--- src/rtl/audio_mixer_n.sv ---
// audio_mixer_n: N-channel stereo mixer with per-channel L/R gains.
// A sample strobe snapshots all channel inputs. Each cycle, one channel is then
// multiplied by its left and right gains and accumulated. The sums are scaled,
// saturated and presented together with a one-cycle out_valid pulse.
// Optional feature: define AUDIO_MIX_PEAK_EN to build the per-side peak-magnitude
// trackers. Without it, peak_l and peak_r are constant zero.

// One mix side: multiplier, accumulator, final scale and saturation.
module audio_mixer_side #(
  parameter int IN_W   = 16,
  parameter int GAIN_W = 8,
  parameter int OUT_W  = 16,
  parameter int ACC_W  = 28
) (
  input  logic                    clk,
  input  logic                    reset,
  input  logic                    clr,
  input  logic                    step,
  input  logic signed [IN_W-1:0]  smp,
  input  logic [GAIN_W-1:0]       gain,
  input  logic                    en,
  output logic signed [OUT_W-1:0] y,
  output logic                    sat
);
  localparam logic signed [ACC_W-1:0] MAXV = ACC_W'((64'sd1 <<< (OUT_W-1)) - 64'sd1);
  localparam logic signed [ACC_W-1:0] MINV = ~MAXV;

  logic signed [IN_W+GAIN_W:0] prod;
  logic signed [ACC_W-1:0]     prod_ext, acc, acc_next, shifted;

  // Gain is unsigned, so it is zero-extended before the signed multiply.
  assign prod     = smp * $signed({1'b0, gain});
  assign prod_ext = en ? ACC_W'(prod) : '0;
  assign acc_next = acc + prod_ext;
  // Drop the Q2 fraction. Arithmetic shift rounds toward -inf.
  assign shifted  = acc_next >>> (GAIN_W-2);

  // Clamp the scaled sum to the output range.
  always_comb begin
    sat = 1'b0;
    y   = shifted[OUT_W-1:0];
    if (shifted > MAXV) begin
      y   = MAXV[OUT_W-1:0];
      sat = 1'b1;
    end else if (shifted < MINV) begin
      y   = MINV[OUT_W-1:0];
      sat = 1'b1;
    end
  end

  // Accumulator: cleared at the start of a mix, then advanced once per channel.
  always_ff @(posedge clk or posedge reset) begin
    if (reset)     acc <= '0;
    else if (clr)  acc <= '0;
    else if (step) acc <= acc_next;
  end
endmodule

module audio_mixer_n #(
  parameter int CHANNELS = 4,
  parameter int IN_W     = 16,
  parameter int GAIN_W   = 8,
  parameter int OUT_W    = 16
) (
  input  logic                       clk,
  input  logic                       reset,
  input  logic                       sample_in,
  input  logic [CHANNELS*IN_W-1:0]   ch_in,
  input  logic [CHANNELS-1:0]        ch_en,
  input  logic [CHANNELS*GAIN_W-1:0] gain_l,
  input  logic [CHANNELS*GAIN_W-1:0] gain_r,
  output logic signed [OUT_W-1:0]    out_l,
  output logic signed [OUT_W-1:0]    out_r,
  output logic                       out_valid,
  output logic                       clip,
  output logic                       busy,
  output logic                       overrun,
  output logic [OUT_W-2:0]           peak_l,
  output logic [OUT_W-2:0]           peak_r,
  input  logic                       peak_clr
);
  localparam int ACC_W = IN_W + GAIN_W + 1 + $clog2(CHANNELS) + 1;
  localparam int IDX_W = (CHANNELS > 1) ? $clog2(CHANNELS) : 1;

  typedef enum logic [1:0] {IDLE, ACC, OUT} state_t;
  state_t state, state_n;

  logic [CHANNELS-1:0][IN_W-1:0]   snap_s;
  logic [CHANNELS-1:0][GAIN_W-1:0] snap_gl, snap_gr;
  logic [CHANNELS-1:0]             snap_en;
  logic [IDX_W-1:0]                idx;
  logic                            start, step, last;
  logic [1:0][OUT_W-1:0]           y_side;
  logic [1:0]                      sat_side;

  assign busy = (state != IDLE);

  // State register.
  always_ff @(posedge clk or posedge reset) begin
    if (reset) state <= IDLE;
    else       state <= state_n;
  end

  // Next state and per-cycle controls. The final ACC cycle also loads the outputs,
  // so out_valid lines up with the OUT state.
  always_comb begin
    state_n = state;
    start   = 1'b0;
    step    = 1'b0;
    last    = 1'b0;
    case (state)
      IDLE: if (sample_in) begin
        start   = 1'b1;
        state_n = ACC;
      end
      ACC: begin
        step = 1'b1;
        if (idx == IDX_W'(CHANNELS-1)) begin
          last    = 1'b1;
          state_n = OUT;
        end
      end
      OUT:     state_n = IDLE;
      default: state_n = IDLE;
    endcase
  end

  // Snapshot the inputs on an accepted strobe and advance the channel index.
  always_ff @(posedge clk or posedge reset) begin
    if (reset) begin
      snap_s  <= '0;
      snap_gl <= '0;
      snap_gr <= '0;
      snap_en <= '0;
      idx     <= '0;
    end else if (start) begin
      snap_s  <= ch_in;
      snap_gl <= gain_l;
      snap_gr <= gain_r;
      snap_en <= ch_en;
      idx     <= '0;
    end else if (step) begin
      idx     <= idx + 1'b1;
    end
  end

  // Side 0 is left, side 1 is right. Both share the current channel sample.
  for (genvar s = 0; s < 2; s++) begin : g_side
    audio_mixer_side #(
      .IN_W(IN_W), .GAIN_W(GAIN_W), .OUT_W(OUT_W), .ACC_W(ACC_W)
    ) u_side (
      .clk  (clk),
      .reset(reset),
      .clr  (start),
      .step (step),
      .smp  ($signed(snap_s[idx])),
      .gain ((s == 0) ? snap_gl[idx] : snap_gr[idx]),
      .en   (snap_en[idx]),
      .y    (y_side[s]),
      .sat  (sat_side[s])
    );
  end

  // Output registers. out_valid and clip are one-cycle pulses; samples hold.
  always_ff @(posedge clk or posedge reset) begin
    if (reset) begin
      out_l     <= '0;
      out_r     <= '0;
      out_valid <= 1'b0;
      clip      <= 1'b0;
    end else begin
      out_valid <= last;
      clip      <= last & (sat_side[0] | sat_side[1]);
      if (last) begin
        out_l <= $signed(y_side[0]);
        out_r <= $signed(y_side[1]);
      end
    end
  end

  // Sticky flag: a strobe that arrived while a mix was in progress.
  always_ff @(posedge clk or posedge reset) begin
    if (reset)                     overrun <= 1'b0;
    else if (sample_in && busy)    overrun <= 1'b1;
  end

`ifdef AUDIO_MIX_PEAK_EN
  function automatic logic [OUT_W-2:0] mag(input logic signed [OUT_W-1:0] v);
    logic signed [OUT_W-1:0] n;
    n = -v;
    if (!v[OUT_W-1])                        return v[OUT_W-2:0];
    if (v == {1'b1, {(OUT_W-1){1'b0}}})     return {(OUT_W-1){1'b1}};
    return n[OUT_W-2:0];
  endfunction

  logic [OUT_W-2:0] mag_l, mag_r;
  assign mag_l = mag(out_l);
  assign mag_r = mag(out_r);

  // Peak tracking. A clear that coincides with a new sample restarts from that sample.
  always_ff @(posedge clk or posedge reset) begin
    if (reset) begin
      peak_l <= '0;
      peak_r <= '0;
    end else if (out_valid) begin
      peak_l <= (peak_clr || mag_l > peak_l) ? mag_l : peak_l;
      peak_r <= (peak_clr || mag_r > peak_r) ? mag_r : peak_r;
    end else if (peak_clr) begin
      peak_l <= '0;
      peak_r <= '0;
    end
  end
`else
  logic unused_peak_clr;
  assign unused_peak_clr = peak_clr;
  assign peak_l = '0;
  assign peak_r = '0;
`endif
endmodule

--- config.mk ---
export PLATFORM = sky130hd
export DESIGN_NAME = audio_mixer_n
export DESIGN_NICKNAME = d
export VERILOG_FILES = /design/src/rtl/audio_mixer_n.sv
export SDC_FILE = /design/constraint.sdc
export NUM_CORES = 1
export LEC_CHECK = 0
export ABC_AREA = 0
export CAP_MARGIN = 25
export CORE_MARGIN = 3
export CORE_UTILIZATION = 60
export CTS_CLUSTER_SIZE = 24
export DETAILED_ROUTE_END_ITERATION = 16
export PLACE_DENSITY_LB_ADDON = 0.3
export SLEW_MARGIN = 20
export SYNTH_ARGS = -nofsm -noshare
export SYNTH_HDL_FRONTEND = slang
export SYNTH_SLANG_ARGS = --single-unit
--- constraint.sdc ---
create_clock -name clk -period 12.25 [get_ports clk]
set_clock_uncertainty 0.15 [all_clocks]
set_input_delay 2.45 -clock clk [delete_from_list [all_inputs] [get_ports clk]]
set_output_delay 2.45 -clock clk [all_outputs]
set_load 0.05 [all_outputs]
==> impl_summary.log <==
[metrics] final weighted congestion in routability-driven placement: 0.922
[metrics] x dimension of the die: 196 um
[metrics] slack of the worst reg-to-reg path: 2220 ps
[metrics] Required @ worst endpoint: 12480 ps
[metrics] number of instances in the synthesized netlist: ~2200
[metrics] clk slew on worst S/H paths: 60 ps
[metrics] wire length of the first global-routing pass: 84000 um
[metrics] vertical extent of the die: 196 um
[metrics] number of endpoints failing setup at the final stage: 0
[metrics] fraction of the cycle the final worst path needs: 81.8%
[metrics] setup repair after global routing missed its margin: no
[metrics] sequential area share after synthesis: 26.2%
[metrics] endpoint of the lowest-slack register-to-register path: out_l[13]
[metrics] number of max-slew violations in the final report: 0
[metrics] startpoint class of the critical path: flop
[metrics] drt initial violations: 792
[metrics] reg-to-reg startpoint: idx[1]
[metrics] master of the slowest instance on the critical path: dfrtp_2
[metrics] maximum count of clock buffers along a single path: 3
[metrics] arrival time at the worst endpoint: 10250 ps
[metrics] number of nets in the layout: 2858
[metrics] Fin. Hold Viols: 0
[metrics] Residual DRC: 0
[metrics] cell at the root of the clock tree: clkbuf_16
[metrics] number of flops mapped to enable cells by yosys: 0
[metrics] top area cells in the synthesized netlist: dfrtp_1, fa_1, ha_1
[metrics] timing startpoint of the critical path: idx[1]
[metrics] Starting Density: between 60 and 70%
[metrics] area added between synthesis and finish: 12.9%
[metrics] status: finished clean
[metrics] remaining antenna violation count after routing: 0
[metrics] transition at the pin with the smallest max-transition slack: 977 ps
[metrics] crit path setup slack, layout: ~2200 ps
[metrics] wirelength, routed: roughly 50000 um
[metrics] share of the synthesized area in the top cell type: between 20% and 30%
[metrics] Critical Path Max Stage Delay: around 800 ps
[metrics] Yosys Warn Count: 0
[metrics] Hold Buf Count CTS: 0
[metrics] via count: 16400
[metrics] worst hold stages: 1
[metrics] die area: between 0.03 and 0.04 mm2
[metrics] Storage cell area: 0.00568 mm2
[metrics] half-perimeter wire length after placement: about 38000 um
[metrics] count of different cell masters after synthesis: 67
[metrics] number of iterations in the first detailed-routing pass: 7
[metrics] pin count of the biggest net entering global routing: 92
[metrics] Core Box Area: 0.0357 mm2
[metrics] cell area after synthesis: between 0.02 and 0.025 mm2
[metrics] total number of H-tree levels: 1
[metrics] cell repeated most along the worst path: fa_1
[metrics] Post-Syn Area per Cell: 9.68 um2
[metrics] maximum clock frequency: approximately 0.1 GHz
[metrics] initial antenna violation count: 0
[metrics] clock tree from TritonCTS: yes
[metrics] kind of capture point of the worst setup path: flop
[metrics] via count of the first global-routing pass: approximately 17000
[metrics] number of gates resized after CTS: 0
[metrics] length in cells of the worst reg-to-reg path: 30
[metrics] async set-or-reset flop fraction in the synthesized netlist: 100%
[metrics] most frequent cells in the layout: inv_1, nand2_1, dfrtp_1, fa_1, clkdlybuf4s50_1
[metrics] synthesized flop and latch total: roughly 230
[metrics] count of max-cap constraint violations: 0
[metrics] overall track demand over capacity in global routing: around a quarter
[metrics] I/O pins: just over 200
[metrics] footprint of the multi-input gates: around 0.014 mm2
[metrics] HP Class: reg2reg
[metrics] Skew-Pair Late Insertion Delay: ~560 ps
[metrics] source of the worst hold timing path: overrun
[metrics] total negative setup slack: 0 ps
[metrics] grt ovf: 0
[metrics] clock net sink count: 227
[metrics] most common cell after layout, fill and taps aside: inv_1
[metrics] number of buffers inserted during clock tree synthesis: 26
[metrics] number of I/O port buffers: 170
[metrics] remaining max-slew budget at the tightest pin: 34.9%
[metrics] share of final-layout standard cells stronger than drive strength 1: approximately 11%
[metrics] routed vias/inst: 5.77
[metrics] sink of the worst hold path: overrun
[metrics] start-to-end type of the worst setup path: reg2reg
[metrics] final critical path time including I/O delays and setup: 10030 ps
[metrics] most common flop cell mapped by yosys: dfrtp_1
[metrics] worst-path fanout max: 24
[metrics] DP Worst Slack: around 2300 ps
[metrics] Placement Rows: around 70
[metrics] most area-hungry cell type in the Yosys netlist: dfrtp_1
[metrics] post-detailed-route wirelength per cell: 17.8 um
[metrics] Post-CTS Setup Inserts: 0
[metrics] antenna fix cells: 0
[metrics] Filler cells: 2699
==> critical path, delay by kind of cell (launching register included) <==
family | cells | cell delay, ps
buffers and inverters | 4 | 560
AOI/OAI and AO/OA | 11 | 3030
muxes | 1 | 750
xor gates and xnor gates | 1 | 210
and+or+nand+nor | 7 | 1620
adders and majority gates | 6 | 2720
DFF | 1 | 800
==> sequential cells by signal (all words and copies together), names as in the netlist, 4 cells and up <==
register,count
snap_en,4
out_l,16
snap_gl,32
snap_gr,32
out_r,16
snap_s,64
g_side.u_side.acc,56
==> cells in the mapped netlist (all sizes together) (5+ instances only) <==
cell and n:
a211oi 14, a21o 39, a21oi 116, a221oi 5, a31oi 9, and2 154, and3 12, buf 43
clkbuf 78, dfrtp 227, fa 206, ha 155, inv 306, mux2 135, mux4 31, nand2 239
nand2b 9, nand3 71, nor2 111, nor2b 11, nor3 11, o211ai 5, o21a 12, o21ai 71
o21bai 16, o31ai 7, or2 6, xnor2 55, xor2 24
==> through the flow <==
| step | util (%) | cell area [um2] | cells | hold WS, ps |
|---|---|---|---|---|
| 2_1_floorplan | - | 21800 | 2272 | 321 |
| 3_3_place_gp | 66.2 | 23600 | 2791 | 286 |
| 3_5_place_dp | 66.2 | 23600 | 2791 | 293 |
| 4_1_cts | 68.6 | 24400 | 2836 | 306 |
| 5_1_grt | 68.8 | 24500 | 2839 | 344 |
| 6_report | 68.8 | 24500 | 2839 | 306 |
==> how the worst max path moves through the flow <==
stage          slack [ps]         to  cells past startpoint
6_report             2220  out_l[13]                     30
5_1_grt              1480  out_l[13]                     30
4_1_cts              2220  out_l[13]                     30
3_5_place_dp         2330  out_l[10]                     30
3_3_place_gp         2390   out_l[2]                     30
2_1_floorplan        3140   out_l[0]                     33
==> per-layer routing <==
| metal | up-vias | GRT usage [%] | share of wire [%] |
|---|---|---|---|
| li1 | 7548 | - | - |
| met1 | 8235 | 33.1 | 40 |
| met2 | 475 | 46.8 | 52 |
| met3 | 125 | 4.29 | 5.5 |
| met4 | 0 | 9.06 | 3.1 |
| met5 | - | 0 | 0 |
==> cell type report <==
| cell class | count | area share (%) |
|---|---|---|
| clock buffers | 34 | 2.86 |
| clock inverters | 11 | 0.607 |
| inverters | 306 | 4.72 |
| multi-input cells | 1618 | 58.8 |
| flip-flops and latches | 227 | 23.2 |
| well taps | 461 | 2.35 |
| repair buffers | 182 | 7.50 |
==> cells by family (layout without fill, tap and decap cells) <==
kind of cell | after synthesis | in the layout | share of synthesized area [%]
xor+xnor | 80 | 80 | 3.30
compound gates | 334 | 334 | 10.1
other cells | 1 | 30 | 0.0173
mux | 170 | 170 | 10.4
fa+ha+maj | 361 | 361 | 27.9
buf+inv | 427 | 533 | 8.06
flops | 227 | 227 | 26.2
simple gates | 643 | 643 | 14.1
Power is left out: the tool's default activity adds up to more than one toggle a clock period on the data nets, which glitch-free logic cannot reach.
